`config.mk`:
```
export PLATFORM = sky130hd
export DESIGN_NAME = gf_div_flat
export DESIGN_NICKNAME = d
export VERILOG_FILES = /design/src/rtl/gf_div_if.sv /design/src/rtl/gf_div.sv /design/src/flat_wrapper.sv
export SDC_FILE = /design/constraint.sdc
export NUM_CORES = 1
export LEC_CHECK = 0
export CORE_ASPECT_RATIO = 1.25
export CORE_MARGIN = 5
export CORE_UTILIZATION = 60
export CTS_BUF_LIST = sky130_fd_sc_hd__clkbuf_2 sky130_fd_sc_hd__clkbuf_4 sky130_fd_sc_hd__clkbuf_8
export DETAILED_ROUTE_END_ITERATION = 7
export PLACE_DENSITY = 0.93
export SKIP_CTS_REPAIR_TIMING = 1
export SYNTH_ARGS = -nofsm -noshare
export SYNTH_HDL_FRONTEND = slang
export SYNTH_SLANG_ARGS = --single-unit
```
`constraint.sdc`:
```
create_clock -name clk -period 3.35 [get_ports clk]
set_input_delay 0.335 -clock clk [delete_from_list [all_inputs] [get_ports clk]]
set_output_delay 0.335 -clock clk [all_outputs]
set_load 0.1 [all_outputs]
```
`src/rtl/gf_div_if.sv`:
```
// Handshake and operand/result bundle for the sequential GF(2^8) divider.
// The master side issues start with operands; the slave side returns the quotient.
interface gf_div_if;
    logic       start;
    logic [7:0] in_1;
    logic [7:0] in_2;
    logic [7:0] out;
    logic       done;
    logic       busy;
    logic       div_zero;

    modport master (output start, in_1, in_2, input out, done, busy, div_zero);
    modport slave  (input start, in_1, in_2, output out, done, busy, div_zero);
endinterface

```
`src/rtl/gf_div.sv`:
```
// Sequential GF(2^8)/0x11D divider: out = in_1 * in_2^254 using one shared multiplier.
// Optional macro GF_DIV_ZERO_CHECK_EN short-circuits a zero divisor with div_zero=1.
module gf_div (
    input logic     clk,
    input logic     rst_n,
    gf_div_if.slave bus
);

`ifdef GF_DIV_ZERO_CHECK_EN
    typedef enum logic [2:0] {IDLE, SQR, MULA, FINSQ, MULD, ZERO} state_e;
`else
    typedef enum logic [2:0] {IDLE, SQR, MULA, FINSQ, MULD} state_e;
`endif

    // Shift-and-add multiply with the 0x11D reduction folded into each shift.
    function automatic logic [7:0] gf_mul(input logic [7:0] x, input logic [7:0] y);
        logic [7:0] acc;
        logic [7:0] sh;
        acc = 8'h00;
        sh  = x;
        for (int i = 0; i < 8; i++) begin
            if (y[i]) acc = acc ^ sh;
            sh = {sh[6:0], 1'b0} ^ (sh[7] ? 8'h1D : 8'h00);
        end
        return acc;
    endfunction

    state_e     state_q, state_d;
    logic [7:0] a_q, a_d;
    logic [7:0] d_q, d_d;
    logic [7:0] r_q, r_d;
    logic [2:0] cnt_q, cnt_d;
    logic [7:0] out_q, out_d;
    logic       done_q, done_d;
    logic       busy_q, busy_d;
    logic [7:0] op_x, op_y, prod;

    // Operand mux depends only on registered state, keeping the multiplier loop-free.
    always_comb begin
        op_x = r_q;
        op_y = r_q;
        case (state_q)
            MULA:    op_y = a_q;
            MULD:    op_x = d_q;
            default: ;
        endcase
    end

    assign prod = gf_mul(op_x, op_y);

`ifdef GF_DIV_ZERO_CHECK_EN
    logic div_zero_q, div_zero_d;
`endif

    always_comb begin
        // NOTE: every _d gets its hold value first so no path through the case infers a latch.
        state_d = state_q;
        a_d     = a_q;
        d_d     = d_q;
        r_d     = r_q;
        cnt_d   = cnt_q;
        out_d   = out_q;
        done_d  = 1'b0;
        busy_d  = busy_q;
`ifdef GF_DIV_ZERO_CHECK_EN
        div_zero_d = div_zero_q;
`endif
        case (state_q)
            IDLE: begin
                if (bus.start) begin
                    a_d    = bus.in_2;
                    d_d    = bus.in_1;
                    r_d    = bus.in_2;
                    cnt_d  = 3'd0;
                    busy_d = 1'b1;
`ifdef GF_DIV_ZERO_CHECK_EN
                    state_d = (bus.in_2 == 8'h00) ? ZERO : SQR;
`else
                    state_d = SQR;
`endif
                end
            end
            SQR: begin
                r_d     = prod;
                state_d = MULA;
            end
            MULA: begin
                r_d     = prod;
                cnt_d   = cnt_q + 3'd1;
                state_d = (cnt_q == 3'd5) ? FINSQ : SQR;
            end
            FINSQ: begin
                r_d     = prod;
                state_d = MULD;
            end
            MULD: begin
                out_d   = prod;
                done_d  = 1'b1;
                busy_d  = 1'b0;
`ifdef GF_DIV_ZERO_CHECK_EN
                div_zero_d = 1'b0;
`endif
                state_d = IDLE;
            end
`ifdef GF_DIV_ZERO_CHECK_EN
            ZERO: begin
                out_d      = 8'h00;
                done_d     = 1'b1;
                busy_d     = 1'b0;
                div_zero_d = 1'b1;
                state_d    = IDLE;
            end
`endif
            default: state_d = IDLE;
        endcase
    end

    always_ff @(posedge clk or negedge rst_n) begin
        if (!rst_n) begin
            state_q <= IDLE;
            a_q     <= 8'h00;
            d_q     <= 8'h00;
            r_q     <= 8'h00;
            cnt_q   <= 3'd0;
            out_q   <= 8'h00;
            done_q  <= 1'b0;
            busy_q  <= 1'b0;
`ifdef GF_DIV_ZERO_CHECK_EN
            div_zero_q <= 1'b0;
`endif
        end else begin
            // NOTE: non-blocking updates so every flop samples the pre-edge values.
            state_q <= state_d;
            a_q     <= a_d;
            d_q     <= d_d;
            r_q     <= r_d;
            cnt_q   <= cnt_d;
            out_q   <= out_d;
            done_q  <= done_d;
            busy_q  <= busy_d;
`ifdef GF_DIV_ZERO_CHECK_EN
            div_zero_q <= div_zero_d;
`endif
        end
    end

    assign bus.out  = out_q;
    assign bus.done = done_q;
    assign bus.busy = busy_q;
`ifdef GF_DIV_ZERO_CHECK_EN
    assign bus.div_zero = div_zero_q;
`else
    assign bus.div_zero = 1'b0;
`endif

endmodule
```
`src/flat_wrapper.sv`:
```
// flat-port wrapper written by rule: the top's interface ports become plain ports
module gf_div_flat 
  (clk, rst_n, bus_start, bus_in_1, bus_in_2, bus_out, bus_done, bus_busy, bus_div_zero);
  gf_div_if bus_i ();
  input logic clk;
  input logic rst_n;
  input wire logic [$bits(bus_i.start)-1:0] bus_start;
  input wire logic [$bits(bus_i.in_1)-1:0] bus_in_1;
  input wire logic [$bits(bus_i.in_2)-1:0] bus_in_2;
  output wire logic [$bits(bus_i.out)-1:0] bus_out;
  output wire logic [$bits(bus_i.done)-1:0] bus_done;
  output wire logic [$bits(bus_i.busy)-1:0] bus_busy;
  output wire logic [$bits(bus_i.div_zero)-1:0] bus_div_zero;
  assign bus_i.start = bus_start;
  assign bus_i.in_1 = bus_in_1;
  assign bus_i.in_2 = bus_in_2;
  assign bus_out = bus_i.out;
  assign bus_done = bus_i.done;
  assign bus_busy = bus_i.busy;
  assign bus_div_zero = bus_i.div_zero;
  gf_div u_core (.clk(clk), .rst_n(rst_n), .bus(bus_i));
endmodule
```
==> results.md <==
* Main synth FF type: dfrtp_1
* CTS root buf: clkbuf_8
* Largest net degree at the start of global routing at 45
* Final antenna-violating net count at 0
* Post-route cell area at 3714 um^2
* Slowest-stage cell, CP: mux2i_1
* Die Width at 76.73 um
* Vias in the first global route at 2660
* Full die area at 7167 um^2
* Vias per cell at 6.020
* Worst EP required at 3500 ps
* Total GRT Usage at 23.91%
* I/O pins at 30
* Residual DRC count at 0
* Critical Path Max Stage Delay at 680 ps
* Final Setup Violations at 0
* # diodes at 0
* Register area at 1001 um^2
* Final WL at 7.999 mm
* Most frequent cell after synthesis: nor2_1
* Longest Clk Path Bufs at 2
* Antenna violations before repair at 0
* Routed vias at 2468
* Setup crit end kind: flop
* CP Class: flop to flop
* Relative slew margins at 33.89%
* Crit path DAT at 3150 ps
* CTS buffer count at 5
* Post-DP HPWL at 5.774 mm
* Max Cap Violations at 0
* Post-synthesis register bit count at 40
* Layout Utilization at 68.70%
* Met1 WL at 3.005 mm
* Core Region at 5405 um^2
* Period utilization at 89.70%
* Finished Layout Cells at 410
* Clock latency on the worst-skew pair at 290 ps
* TritonRoute pass-1 iters at 5
* Area of placed instances at 3632 um^2
* Grt ovf at 0
* Post-detailed-route wirelength per cell at 19.51 um
* Reg clk slew, reported paths at 80 ps
* Routed met2 length at 4.142 mm
* RSZ-0062 raised after global routing: false
* Post-Syn Area at 3339 um^2
* Number of library cell types mapped by synthesis at 41
* First-pass GRT wire length at 13.48 mm
* 1st-iter DRT viols at 166
* Post-Syn Instances at 325
* Final Hold Viols at 0
* Mean Syn Cell Area at 10.28 um^2
* # H-tree levels at 2
* Area growth syn-to-layout at 11.20%
* TritonCTS clock tree: done
* Port bufs at 28
* Top cell type by total area after synthesis: dfrtp_1
* Outcome: completed
* Setup TNS Final at 0 ps
* Startpoint types: flop
* Critical Path Most Common Cell: xnor2_1
* EDFF count, synth at 0
* Dpl cells at 403
* Final clock skew at 5.103 ps
* Post-synth top area share at 29.97%
* CP max FO at 13
* Initial Util at 61.78%
* Top Layer Used: met4
* Min Clock Period, post-route at 3005 ps
* Actual slew at the worst max-slew pin at 988.6 ps
* F_max at 332.8 MHz
* Count of pins over their slew limit at 0
* FFs w/ async S/R, synth at 100.0%
* RePlAce Congestion at 0.9462
* Top post-synthesis cells by area: dfrtp_1, xnor2_1, xnor3_1
* Cell Chain, Critical Path: nor3b_2, buf_4, mux2i_1, nor2_1, xnor2_1, xnor3_1, xnor2_1, o21ai_1
* Hold Crit Class: primary input to async pin
* Leading cell types by count after synthesis: nor2_1, xnor2_1, dfrtp_1, xor2_1
* Layout cell share with drive strength beyond 1 at 14.74%
* Area of the multi-input gates at 2188 um^2
* Net Count, Synth at 346
* WL met3 at 468 um
* FILL cells at 370
* Core Rows at 30
* Sequential share of the synthesized area at 29.97%
* Die H at 93.41 um
* Ys Warns at 0
* CTS Sinks at 40
* Nets at 367
-- final timing paths --
| kind | startpoint | endpoint | slack [ps] | cells after the start |
|---|---|---|---|---|
| min in group clk | u_core.a_q[7]$_DFFE_PN0P_ | u_core.a_q[7]$_DFFE_PN0P_ | 520 | 1 |
| max reg2reg | u_core.state_q[1]$_DFFE_PN0P_ | u_core.r_q[1]$_DFFE_PN0P_ | 340 | 8 |
| min | rst_n | u_core.bus.out[4]$_DFFE_PN0N_ | 150 | 1 |
| max | u_core.state_q[1]$_DFFE_PN0P_ | u_core.r_q[1]$_DFFE_PN0P_ | 340 | 8 |
| min reg2reg | u_core.a_q[7]$_DFFE_PN0P_ | u_core.a_q[7]$_DFFE_PN0P_ | 520 | 1 |
| max in group asynchronous | rst_n | u_core.d_q[4]$_DFFE_PN0P_ | 2650 | 1 |
-- cell families (layout without fill, tap and decap cells) --
| logic type | count (synthesis) | after routing | synth area share, % |
|---|---|---|---|
| other | 1 | 1 | 0.1123 |
| AND/OR/NAND/NOR | 85 | 85 | 11.50 |
| adder cells (fa/ha/maj) | 2 | 2 | 0.7492 |
| AO/OA/AOI/OAI | 40 | 40 | 7.456 |
| XOR/XNOR | 89 | 89 | 29.60 |
| flip-flops | 40 | 40 | 29.97 |
| multiplexers | 42 | 42 | 15.70 |
| buffers and inverters | 26 | 47 | 4.908 |
-- critical path, delay by kind of cell, from the launching register on --
kind,cells,cell delay (ps)
xor gates and xnor gates,3,790
muxes,1,680
DFF,1,630
and+or+nand+nor,2,410
buffers and inverters,1,230
AOI/OAI and AO/OA,1,120
-- metal layers --
layer | vias up | track usage, %
li1 | 1112 | -
met1 | 1195 | 26.69
met2 | 124 | 42.28
met3 | 37 | 4.624
met4 | 0 | 13.27
met5 | - | 0
-- metrics by stage --
step	worst slack, ps	hold WS, ps
2_1_floorplan	915.0	39.41
3_3_place_gp	547.3	476.1
3_5_place_dp	473.9	487.8
4_1_cts	419.0	177.4
5_1_grt	175.8	220.1
6_report	344.9	149.8
-- layout by cell type, fill, tap and decap left out, types with 3 or more instances in the layout --
cell type	Yosys	layout
a211oi_1	3	3
a21oi_1	9	9
a22oi_1	8	8
buf_4	5	7
clkbuf_8	0	5
clkdlybuf4s50_1	0	27
dfrtp_1	40	40
inv_1	4	4
mux2_2	17	17
mux2i_1	17	17
mux2i_4	6	6
nand2_1	3	3
nand2b_1	5	5
nor2_1	65	65
nor2b_1	3	3
o21ai_0	5	5
o21ai_1	8	8
xnor2_1	52	52
xnor2_2	3	3
xnor3_1	13	13
xor2_1	20	20
-- sequential cells by signal, indices dropped and copies added (netlist names) --
signal and count:
u_core.a_q 8, u_core.bus.out 8, u_core.d_q 8, u_core.r_q 8
u_core.cnt_q 3, u_core.state_q 3, u_core.bus.busy 1, u_core.bus.done 1
-- area by class of cell --
class	count	share of cell area, %
multi-input combinational	259	58.93
sequential	40	26.95
timing repair buffer	36	9.367
tap	64	2.156
clock buffer	6	2.055
inverter	4	0.4043
clock inverter	1	0.1348
Power is left out: the tool's default activity adds up to more than one toggle a clock period on the data nets, which glitch-free logic cannot reach.
